## config.mk

```make
export PLATFORM = sky130hd
export DESIGN_NAME = change_dispenser
export DESIGN_NICKNAME = d
export VERILOG_FILES = /design/src/rtl/change_dispenser.sv
export SDC_FILE = /design/constraint.sdc
export NUM_CORES = 1
export LEC_CHECK = 0
export ABC_AREA = 1
export BUFFER_PORTS_ARGS = -buffer_cell sky130_fd_sc_hd__buf_2
export CAP_MARGIN = 20
export CORE_ASPECT_RATIO = 1.4
export CORE_MARGIN = 2
export CORE_UTILIZATION = 54
export DETAILED_ROUTE_END_ITERATION = 7
export GPL_TIMING_DRIVEN = 0
export PLACE_DENSITY = 0.81
export SYNTH_ARGS = -nofsm -noshare
export SYNTH_HDL_FRONTEND = slang
export SYNTH_SLANG_ARGS = --single-unit
```

## constraint.sdc

```tcl
create_clock -name clk -period 3 [get_ports clk]
set_input_delay 0.45 -clock clk [delete_from_list [all_inputs] [get_ports clk]]
set_output_delay 0.45 -clock clk [all_outputs]
set_load 0.05 [all_outputs]
```

## src/rtl/change_dispenser.sv

```systemverilog
// Greedy coin-return engine: captures a balance on request and pays it out largest coin first,
// one coin per valid/ready handshake, then reports any residue below the smallest coin.
module change_dispenser #(
  parameter int unsigned kTotalBits   = 31,
  parameter int unsigned kNumCoins    = 3,
  parameter int unsigned COIN_VALUE_0 = 100,
  parameter int unsigned COIN_VALUE_1 = 500,
  parameter int unsigned COIN_VALUE_2 = 1000
) (
  input  logic                  clk,
  input  logic                  reset_n,
  input  logic                  i_start,
  input  logic [kTotalBits-1:0] i_balance,
  input  logic                  i_coin_ready,
  output logic                  o_busy,
  output logic                  o_coin_valid,
  output logic [kNumCoins-1:0]  o_coin,
  output logic [kTotalBits-1:0] o_remaining,
  output logic [15:0]           o_coin_count,
  output logic [kTotalBits-1:0] o_residue,
  output logic                  o_done
);

  localparam logic [kTotalBits-1:0] kValue0 = kTotalBits'(COIN_VALUE_0);
  localparam logic [kTotalBits-1:0] kValue1 = kTotalBits'(COIN_VALUE_1);
  localparam logic [kTotalBits-1:0] kValue2 = kTotalBits'(COIN_VALUE_2);

  typedef enum logic [1:0] {StIdle, StSelect, StOffer, StDone} state_e;

  state_e                  r_state, w_state_next;
  logic [kNumCoins-1:0]    r_coin;
  logic [kTotalBits-1:0]   r_remaining;
  logic [kTotalBits-1:0]   r_residue;
  logic [15:0]             r_count;

  logic [kNumCoins-1:0]    w_pick;
  logic [kTotalBits-1:0]   w_coin_value;
  logic [15:0]             w_count_inc;

  // Highest coin that still fits in the remaining balance; zero when nothing fits.
  always_comb begin
    w_pick = '0;
    if (r_remaining >= kValue2) begin
      w_pick[2] = 1'b1;
    end else if (r_remaining >= kValue1) begin
      w_pick[1] = 1'b1;
    end else if (r_remaining >= kValue0) begin
      w_pick[0] = 1'b1;
    end
  end

  always_comb begin
    w_coin_value = '0;
    if (r_coin[2]) begin
      w_coin_value = kValue2;
    end else if (r_coin[1]) begin
      w_coin_value = kValue1;
    end else if (r_coin[0]) begin
      w_coin_value = kValue0;
    end
  end

  assign w_count_inc = (r_count == 16'hFFFF) ? r_count : r_count + 16'd1;

  always_ff @(posedge clk) begin
    if (!reset_n) begin
      r_state <= StIdle;
    end else begin
      r_state <= w_state_next;
    end
  end

  always_comb begin
    w_state_next = r_state;
    unique case (r_state)
      StIdle:   if (i_start) w_state_next = StSelect;
      StSelect: w_state_next = (w_pick != '0) ? StOffer : StDone;
      StOffer:  if (i_coin_ready) w_state_next = StSelect;
      StDone:   w_state_next = StIdle;
      default:  w_state_next = StIdle;
    endcase
  end

  // Datapath; a coin on offer when reset hits is dropped without being counted.
  always_ff @(posedge clk) begin
    if (!reset_n) begin
      r_coin      <= '0;
      r_remaining <= '0;
      r_residue   <= '0;
      r_count     <= '0;
    end else begin
      unique case (r_state)
        StIdle: begin
          if (i_start) begin
            r_remaining <= i_balance;
            r_count     <= '0;
            r_residue   <= '0;
          end
        end
        StSelect: r_coin <= w_pick;
        StOffer: begin
          if (i_coin_ready) begin
            r_remaining <= r_remaining - w_coin_value;
            r_count     <= w_count_inc;
            r_coin      <= '0;
          end
        end
        StDone:   r_residue <= r_remaining;
        default:  r_coin <= '0;
      endcase
    end
  end

  always_comb begin
    o_busy       = (r_state != StIdle);
    o_coin_valid = (r_state == StOffer);
    o_done       = (r_state == StDone);
    o_coin       = r_coin;
    o_remaining  = r_remaining;
    o_coin_count = r_count;
    o_residue    = r_residue;
  end

endmodule

```

==> results.yml <==
yosys:
  synth_top_area_frac: 0.3466
  syn-cell-area_um2: 4793
  synthFlopType: "dfxtp_1"
  ys_types: 39
  yosys.area.top_type: "dfxtp_1"
  synthTopCellsByArea: "dfxtp_1 (35%), nand2_1 (14%), nand3_1 (9.4%), a21oi_1 (7.4%), inv_1 (6.9%)"
  synthArstFlopShare: 0
  synth_seq_area_share: 0.3466
  syn_avg_cell_area_um2: 6.417
  syn-num-nets: 790
  ys_seq_elements: 83
  ys.warnings.count: 0
  synth-edff-count: 0
  syn_inst: 747
grt:
  track_usage: 0.3382
  grt-ovfl-total: 0
  antenna_found_initial: 0
  grt_pass1_wl_mm: 25.67
  grt_pass1_vias: 5183
  grt_max_degree: 13
cts:
  cts_tree: "done"
  cts_setup_buffers: 0
  cts_inserted_buffers: 9
  cts-resized-gates: 0
  h-tree-depth: 3
  cts_sinks: 83
  insertion_delay_ns: 0.34
  cts_buffer_depth: 2
  cts_hold_buf: 0
  root_buffer: "clkbuf_16"
  path_clk_slew_ns: 0.06
die:
  io_pins: 119
  start_util: 0.5568
  dieWidth_um: 83.63
  core-area_um2: 8608
  dieArea_um2: 9657
  die_h_um: 115.5
  rows: 40
finish:
  utilization: 0.6744
  mostFrequentLayoutCells: "nand2_1 (176), buf_2 (122), nand3_1 (90)"
  drive_gt1_frac: 0.1911
  nets: 918
  area_growth_syn_to_layout_pct: 21.12
  diodes: 0
  final_common_cell: "nand2_1"
  instances_no_fill: 984
timing:
  setup_violations: 0
  slew_headroom: 0.5180
  period_needed_ns: 2.589
  drv_slew: 0
  hold_viol_final: 0
  fmax_mhz: 386.2
  fin_skew_ns: 0.004326
  min_period_over_period: 0.8631
  rsz0062_at_grt: "false"
  worst_slew_pin_slew_ns: 0.7230
  fin_tns_setup_ns: 0
placement:
  gp_congestion: 0.9363
  place_hpwl_mm: 12.38
  dp.cells: 969
  io_buffers: 117
detailed_routing:
  via_per_inst: 5.664
  drt-initial-drc-count: 425
  routed_wl_mm: 16.26
  wire_per_inst_um: 16.52
  antenna_left: 0
  vias: 5573
  route.detailed.drc: 0
  drtPass1Iterations: 5
worst_setup_path:
  endpoint_kind: "primary output"
  cpMaxStageDelayCell: "clkbuf_1"
  cp.required_ns: 2.55
  cp_cell_sequence: "inv_1 -> nand2_1 -> inv_1 -> clkbuf_1 -> buf_2 -> buf_2"
  slowest_delay_ns: 0.45
  worst_setup_path_start_kind: "flop"
  arrival_ns: 2.14
  crit_path_max_fanout: 10
  path_class: "flop to primary output"
outcome:
  status: "complete, no violations"
hold_path:
  hold_class: "input port to flop"
power_and_ir_drop:
  p_leak_nw: 2.816
  power_mw: 3.805
  power_density_nw_per_um2: 655.4
  ir_worst_vdd_mv: 0.4457
flow_run:
  cap_violations: 0
Yosys cell counts (4+ instances only):
master and instances:
a211oi_1 4, a21oi_1 71, a31oi_1 6, buf_1 6, buf_2 5, clkbuf_1 18
dfxtp_1 83, ha_1 7, inv_1 88, inv_2 5, nand2_1 176, nand2_2 9
nand3_1 90, nand4_1 15, nor2_1 65, nor2_2 5, nor3_1 11, o21ai_0 37
o21bai_1 6, or2_2 4, xor2_1 5
through the flow:
step | area, um^2 | setup slack (ns) | hold WS, ns
floorplan | 4793 | 0.4662 | 0.5626
global placement | 5510 | 0.5093 | 0.4633
detailed placement | 5510 | 0.5018 | 0.4709
CTS | 5806 | 0.4582 | 0.3757
global route | 5806 | 0.1863 | 0.3824
finish | 5806 | 0.4108 | 0.3785
routing by layer:
metal / global-route usage / wire [um]
met5: 0 / 0
met3: 0.04772 / 1066
met2: 0.5952 / 8124
met4: 0.1602 / 630
met1: 0.4089 / 6438
final timing paths:
check	startpoint	endpoint	slack, ns	cells past startpoint
max	r_state[0]	o_coin_valid	0.41	6
min reg2reg	o_residue[0]	o_residue[0]	0.48	2
max reg2reg	o_coin[2]	o_remaining[12]	0.47	15
min	i_balance[6]	o_remaining[6]	0.38	3
cell type report:
cell class                      count  area [um^2]
Sequential cell                    83         1662
Buffer                             29        115.1
Clock inverter                      2        35.03
Inverter                           94        352.8
Tap cell                          105        131.4
Fill cell                         833         2803
Timing Repair Buffer              117        585.6
Clock buffer                       13        260.3
Multi-Input combinational cell    541         2664
power breakdown:
| part | total, mW | internal, mW | switching, mW | leakage (nW) |
|---|---|---|---|---|
| Clock | 1.12 | 0.685 | 0.430 | 0.146 |
| Sequential | 1.30 | 1.17 | 0.127 | 0.676 |
| Combinational | 1.39 | 0.371 | 1.02 | 1.99 |
| Total | 3.81 | 2.23 | 1.58 | 2.82 |
kinds of logic (layout without fill, tap and decap cells):
kind of cell | after synthesis | count (layout) | share of synthesized area
adders and majority gates | 8 | 8 | 0.02245
AOI/OAI and AO/OA | 133 | 133 | 0.1498
and+or+nand+nor | 393 | 393 | 0.3707
xor gates and xnor gates | 7 | 7 | 0.01279
buffers and inverters | 123 | 255 | 0.09762
DFF | 83 | 83 | 0.3466
worst max-delay path: cells and delay by family, from the launching register on:
kind / cells / cell delay (ns)
DFF: 1 / 0.33
and+or+nand+nor: 1 / 0.13
buffers and inverters: 5 / 1.33
flip-flops by register name (all words and copies together) (netlist names):
register / cells
o_coin_count: 16
o_residue: 31
r_state: 2
o_coin: 3
o_remaining: 31
(Power assumes the default switching activity.)
